### src/rtl/gb_sound_pkg.sv
// Shared constants and helpers for the Game Boy-style sound channels:
// duty table, field widths, timer reload and sweep arithmetic.
package gb_sound_pkg;

  localparam int unsigned CLK_HZ  = 4194304;
  localparam int          FREQ_W  = 11;
  localparam int          VOL_W   = 4;
  localparam int          LEN_MAX = 64;

  // Leftmost bit of each pattern is step 0.
  localparam logic [7:0] DUTY_TABLE [4] = '{
    8'b00000001,
    8'b10000001,
    8'b10000111,
    8'b01111110
  };

  function automatic logic duty_bit(input logic [1:0] duty, input logic [2:0] step);
    logic [7:0] pat;
    pat = DUTY_TABLE[duty];
    return pat[3'd7 - step];
  endfunction

  // (2048 - f) * 4 - 1 == {2047 - f, 2'b11} == {~f, 2'b11}
  function automatic logic [12:0] ftimer_reload(input logic [FREQ_W-1:0] f);
    return {~f, 2'b11};
  endfunction

  // 12-bit result; bit 11 set means the add path went past 2047.
  function automatic logic [FREQ_W:0] sweep_calc(input logic [FREQ_W-1:0] base,
                                                 input logic [2:0]        sh,
                                                 input logic              neg);
    logic [FREQ_W:0] b;
    logic [FREQ_W:0] d;
    b = {1'b0, base};
    d = b >> sh;
    return neg ? (b - d) : (b + d);
  endfunction

endpackage

### src/rtl/gb_envelope.sv
// Volume envelope: loads the start volume on a note trigger and steps it
// up or down by one on every expiry of the period timer, saturating at 0/15.
module gb_envelope
  import gb_sound_pkg::*;
(
  input  logic             clk,
  input  logic             rst_n,
  input  logic             load,
  input  logic             tick,
  input  logic [VOL_W-1:0] start_vol,
  input  logic [2:0]       period,
  input  logic             env_add,
  output logic [VOL_W-1:0] vol
);

  logic [2:0]       env_tmr;
  logic [2:0]       env_tmr_n;
  logic [VOL_W-1:0] vol_n;

  always_comb begin
    vol_n     = vol;
    env_tmr_n = env_tmr;
    if (load) begin
      vol_n     = start_vol;
      env_tmr_n = period;
    end else if (tick && (period != 3'd0)) begin
      // Timer value 1 (or a stale 0) is the last count before expiry.
      if (env_tmr <= 3'd1) begin
        env_tmr_n = period;
        if (env_add && (vol != '1)) begin
          vol_n = vol + VOL_W'(1);
        end else if (!env_add && (vol != '0)) begin
          vol_n = vol - VOL_W'(1);
        end
      end else begin
        env_tmr_n = env_tmr - 3'd1;
      end
    end
  end

  always_ff @(posedge clk or negedge rst_n) begin
    if (!rst_n) begin
      vol     <= '0;
      env_tmr <= '0;
    end else begin
      vol     <= vol_n;
      env_tmr <= env_tmr_n;
    end
  end

endmodule

### src/rtl/pulse_channel1.sv
// Square-wave channel 1: frequency timer and duty sequencer, sweep unit,
// length counter and envelope, producing a registered 4-bit amplitude.
module pulse_channel1
  import gb_sound_pkg::*;
(
  input  logic              clk,
  input  logic              rst_n,
  input  logic              clk256,
  input  logic              clk128,
  input  logic              clk64,
  input  logic [2:0]        swpPd,
  input  logic              negate,
  input  logic [2:0]        shift,
  input  logic [FREQ_W-1:0] freq,
  input  logic [5:0]        lenLoad,
  input  logic [1:0]        duty,
  input  logic [VOL_W-1:0]  startVol,
  input  logic [2:0]        period,
  input  logic              trigger,
  input  logic              lenEnable,
  input  logic              envAdd,
  output logic [VOL_W-1:0]  out
);

  logic              en;
  logic [6:0]        len_cnt;
  logic [FREQ_W-1:0] freq_reg;
  logic [FREQ_W-1:0] shadow;
  logic [3:0]        sweep_tmr;
  logic              sweep_en;
  logic [12:0]       ftimer;
  logic [2:0]        step;
  logic              trig_d;
  logic [FREQ_W-1:0] freq_d;

  logic              en_n;
  logic [6:0]        len_n;
  logic [FREQ_W-1:0] freq_reg_n;
  logic [FREQ_W-1:0] shadow_n;
  logic [3:0]        sweep_tmr_n;
  logic              sweep_en_n;
  logic [12:0]       ftimer_n;
  logic [2:0]        step_n;

  logic              dac_on;
  logic              trig_rise;
  logic [3:0]        sweep_reload;
  logic [FREQ_W:0]   trig_new;
  logic [FREQ_W:0]   sweep_new;
  logic [FREQ_W:0]   sweep_new2;
  logic [VOL_W-1:0]  vol;

  assign dac_on       = (startVol != '0) || envAdd;
  assign trig_rise    = trigger && !trig_d;
  assign sweep_reload = (swpPd == 3'd0) ? 4'd8 : {1'b0, swpPd};

  gb_envelope u_env (
    .clk       (clk),
    .rst_n     (rst_n),
    .load      (trig_rise),
    .tick      (clk64),
    .start_vol (startVol),
    .period    (period),
    .env_add   (envAdd),
    .vol       (vol)
  );

  always_comb begin
    en_n        = en;
    len_n       = len_cnt;
    freq_reg_n  = freq_reg;
    shadow_n    = shadow;
    sweep_tmr_n = sweep_tmr;
    sweep_en_n  = sweep_en;
    ftimer_n    = ftimer - 13'd1;
    step_n      = step;
    trig_new    = '0;
    sweep_new   = '0;
    sweep_new2  = '0;

    if (ftimer == 13'd0) begin
      ftimer_n = ftimer_reload(freq_reg);
      step_n   = step + 3'd1;
    end

    if (freq != freq_d) begin
      freq_reg_n = freq;
    end

    if (trig_rise) begin
      // A trigger owns the cycle: frame ticks arriving with it are dropped.
      en_n        = 1'b1;
      len_n       = 7'(LEN_MAX) - {1'b0, lenLoad};
      freq_reg_n  = freq;
      shadow_n    = freq;
      ftimer_n    = ftimer_reload(freq);
      sweep_tmr_n = sweep_reload;
      sweep_en_n  = (swpPd != 3'd0) || (shift != 3'd0);
      trig_new    = sweep_calc(freq, shift, negate);
      if ((shift != 3'd0) && (trig_new > 12'd2047)) begin
        en_n = 1'b0;
      end
    end else begin
      if (clk256 && lenEnable && (len_cnt != 7'd0)) begin
        len_n = len_cnt - 7'd1;
        if (len_n == 7'd0) begin
          en_n = 1'b0;
        end
      end

      if (clk128) begin
        if (sweep_tmr <= 4'd1) begin
          sweep_tmr_n = sweep_reload;
          if (sweep_en && (swpPd != 3'd0)) begin
            sweep_new = sweep_calc(shadow, shift, negate);
            if (sweep_new > 12'd2047) begin
              en_n = 1'b0;
            end else if (shift != 3'd0) begin
              shadow_n   = sweep_new[FREQ_W-1:0];
              freq_reg_n = sweep_new[FREQ_W-1:0];
              // Look one sweep ahead so an upcoming overflow silences now.
              sweep_new2 = sweep_calc(sweep_new[FREQ_W-1:0], shift, negate);
              if (sweep_new2 > 12'd2047) begin
                en_n = 1'b0;
              end
            end
          end
        end else begin
          sweep_tmr_n = sweep_tmr - 4'd1;
        end
      end
    end

    if (!dac_on) begin
      en_n = 1'b0;
    end
  end

  always_ff @(posedge clk or negedge rst_n) begin
    if (!rst_n) begin
      en        <= 1'b0;
      len_cnt   <= '0;
      freq_reg  <= '0;
      shadow    <= '0;
      sweep_tmr <= '0;
      sweep_en  <= 1'b0;
      ftimer    <= '0;
      step      <= '0;
      trig_d    <= 1'b0;
      freq_d    <= '0;
      out       <= '0;
    end else begin
      en        <= en_n;
      len_cnt   <= len_n;
      freq_reg  <= freq_reg_n;
      shadow    <= shadow_n;
      sweep_tmr <= sweep_tmr_n;
      sweep_en  <= sweep_en_n;
      ftimer    <= ftimer_n;
      step      <= step_n;
      trig_d    <= trigger;
      freq_d    <= freq;
      out       <= (en && duty_bit(duty, step)) ? vol : '0;
    end
  end

endmodule

### config.mk
export PLATFORM = sky130hd
export DESIGN_NAME = pulse_channel1
export DESIGN_NICKNAME = d
export VERILOG_FILES = /design/src/rtl/gb_sound_pkg.sv /design/src/rtl/gb_envelope.sv /design/src/rtl/pulse_channel1.sv
export SDC_FILE = /design/constraint.sdc
export NUM_CORES = 1
export LEC_CHECK = 0
export BUFFER_PORTS_ARGS = -buffer_cell sky130_fd_sc_hd__buf_2
export CAP_MARGIN = 20
export CORE_MARGIN = 5
export CORE_UTILIZATION = 51
export CTS_CLUSTER_SIZE = 10
export DETAILED_ROUTE_END_ITERATION = 12
export PLACE_DENSITY = 0.78
export SLEW_MARGIN = 20
export SYNTH_ARGS = -nofsm -noshare
export SYNTH_HDL_FRONTEND = slang
export SYNTH_SLANG_ARGS = --single-unit
export TNS_END_PERCENT = 20
### constraint.sdc
create_clock -name clk -period 14.62 [get_ports clk]
set_input_delay 1.462 -clock clk [delete_from_list [all_inputs] [get_ports clk]]
set_output_delay 1.462 -clock clk [all_outputs]
set_load 0.005 [all_outputs]
==> metrics.txt <==
synthesis-stage register bit count=74; clk sinks=74; Setup Crit Path Kind=in2reg; Hold WC Path Type=reg2reg; pre-CTS setup slack=5.75 ns; GP Congestion=0.940; status=finished, final reports clean; Die H=128 µm; Worst Skew=0.00866 ns; global-route wire length before repair=30.6 mm; largest net degree at the start of global routing=75; worst-margin pin slew=1.05 ns; sequential-to-total area share from yosys stat=0.260; grt ovf=0; CTS resizes=0; Cells after Synth=877; Crit Path Max Fanout=48; Final Hold Fails=0; starting density of the core=0.517; Crit. End Element=register; number of synthesized flops with an enable pin=0; cts bufs inserted=9; max reg flops=13; Max-slew headroom=0.299; slack of the critical path=6.01 ns; Pins Over Slew Limit=0; Crit path required time=14.84 ns; TNS Setup=0 ns; CP most frequent cell=ha_1; leading area contributor after synthesis=dfrtp_1; H-tree depth=3; Worst path max stage delay=0.69 ns; CTS root buffer=clkbuf_16; PortBufs=44; routed vias/inst=6.15; Worst-Skew Late Latency=0.33 ns; antenna violations before repair=0; Reg with most FFs=ftimer; Die Width=128 µm; setup violators final=0; Final nets=986; Tcrit/Tclk final=0.589; vias in the first global route=6221; mean routed wirelength per cell=16.9 µm; RSZ-0062 raised after global routing=false; share of Yosys cell area claimed by the top area cell type=0.260; Final min period=8.61 ns; antenna-violating nets left=0; synth warn=0; core area=0.0138 mm²; Avg Cell Area, Syn=8.12 µm²; DR vias=6619; CP Launch Type=primary input; hpwl dp=13.1 mm; Max Clock Freq=0.116 GHz; Slowest cell on crit path=buf_2; Peak VDD IR=0.0841 mV; row count=43; clk slew on worst S/H paths=0.06 ns; Max Cap Viol=0; FFs w/ async S/R, synth=1.00; Static Leak=3.32 nW; remaining routing DRC violations=0; pwr/cell area=149 mW/mm²; largest cells by area after synthesis=dfrtp_1 26%, ha_1 9.0%, a21oi_1 5.4%, xor2_1 5.0%, nand2_1 5.0%; share of layout cells above drive strength 1=0.127; GRT Util Overall=0.225; DIE AREA=0.0164 mm²; IO Pins=45; Clock Path Buffers=2; drt total wl=18.2 mm; Ant. Diodes=0; TritonCTS clock tree=yes; hold-fix buffers at CTS=0; DR pass1 iterations=5; Post CTS Setup Buffer Count=0; Area Overhead vs Synth=7.83%; critical path arrival=8.83 ns; iteration-0 DRC count of the detailed router=626; Primary FF master, synth=dfrtp_1; Mapped Area=0.00712 mm²; Synth cell types=82; Post-Syn Nets=971
layout make-up:
class	instances	area (µm²)
inverter	39	146
tap	180	225
timing repair buffer	50	268
fill	1274	6090
clock buffer	11	243
sequential	74	1850
clock inverter	5	30.0
multi-input combinational	718	4920
cell usage in the layout, fill, tap and decap left out, types with 4 or more instances in the layout:
cell type / netlist / layout
a211oi_1: 11 / 11
nor3_1: 22 / 22
o21bai_1: 4 / 4
a21oi_1: 77 / 77
mux2i_1: 15 / 15
o211ai_1: 12 / 12
nand4_1: 6 / 6
nand2b_1: 15 / 14
nor2b_1: 8 / 7
or3_1: 9 / 9
buf_2: 11 / 43
a21o_1: 9 / 9
a31oi_1: 13 / 13
or2_2: 7 / 7
o21ai_1: 6 / 6
buf_4: 1 / 7
inv_1: 37 / 37
o22ai_1: 10 / 10
clkbuf_16: 0 / 9
nor2_1: 88 / 88
nand3_1: 14 / 14
o21a_1: 11 / 11
xnor2_1: 22 / 22
mux2_2: 5 / 5
and3_1: 11 / 11
xor2_1: 41 / 41
ha_1: 51 / 51
and2_1: 9 / 9
nor4_1: 6 / 6
mux4_2: 13 / 13
o21ai_0: 61 / 61
nand2_1: 95 / 95
o32ai_1: 4 / 4
dfrtp_1: 74 / 74
where the power goes:
part / internal [mW] / switching [mW] / total (mW)
Combinational: 0.263 / 0.391 / 0.654
Sequential: 0.247 / 0.0458 / 0.293
Clock: 0.119 / 0.0824 / 0.201
Total: 0.629 / 0.519 / 1.15
Yosys cell counts, drive strengths merged, types with 10 or more instances:
| cell | n |
|---|---|
| a211oi | 14 |
| a21oi | 77 |
| a31oi | 13 |
| and3 | 12 |
| buf | 22 |
| clkbuf | 24 |
| dfrtp | 74 |
| ha | 51 |
| inv | 38 |
| mux2i | 15 |
| mux4 | 13 |
| nand2 | 95 |
| nand2b | 15 |
| nand3 | 14 |
| nor2 | 88 |
| nor3 | 22 |
| o211ai | 12 |
| o21a | 11 |
| o21ai | 67 |
| o22ai | 10 |
| or3 | 11 |
| xnor2 | 22 |
| xor2 | 41 |
cell families (layout without fill, tap and decap cells):
family                     Yosys count  in the layout  synth area share
muxes                               35             35            0.0738
and+or+nand+nor                    308            308             0.206
AOI/OAI and AO/OA                  259            259             0.238
DFF                                 74             74             0.260
xor gates and xnor gates            63             63            0.0775
adders and majority gates           53             53            0.0952
buffers and inverters               85            105            0.0504
worst paths after layout:
kind,start,end,slack [ns],depth (start not counted)
min in group asynchronous,rst_n,u_env.env_tmr[0],1.25,1
setup / recovery,shift[1],en,6.01,30
hold / removal,sweep_en,sweep_en,0.48,2
max in group asynchronous,rst_n,freq_d[3],12.76,1
setup reg to reg,shadow[8],en,7.47,29
hold reg to reg,sweep_en,sweep_en,0.48,2
per-stage QoR:
| stage | utilization | instances | hold slack, ns | power [mW] | area (µm²) |
|---|---|---|---|---|---|
| 6_report | 0.558 | 1077 | 0.476 | 1.15 | 7680 |
| 5_1_grt | 0.558 | 1077 | 0.509 | 1.25 | 7680 |
| 4_1_cts | 0.558 | 1077 | 0.478 | 1.14 | 7680 |
| 3_5_place_dp | 0.538 | 1061 | 0.466 | 0.935 | 7410 |
| 3_3_place_gp | 0.538 | 1061 | 0.449 | 0.924 | 7410 |
| 2_1_floorplan | - | 877 | 0.439 | 0.778 | 7120 |
critical path, delay by kind of cell:
| kind | cells | cell delay (ns) |
|---|---|---|
| xor gates and xnor gates | 1 | 0.16 |
| and+or+nand+nor | 8 | 2.01 |
| buffers and inverters | 2 | 0.74 |
| AOI/OAI and AO/OA | 12 | 2.01 |
| muxes | 3 | 1.36 |
| adders and majority gates | 4 | 1.07 |
metal layers:
| layer | vias up | GRT usage | part of all wire |
|---|---|---|---|
| met5 | - | 0 | 0 |
| met4 | 0 | 0.0624 | 0.020 |
| met3 | 37 | 0.0363 | 0.066 |
| met2 | 256 | 0.369 | 0.47 |
| met1 | 3138 | 0.310 | 0.44 |
| li1 | 3188 | - | - |
(Power assumes the default switching activity.)
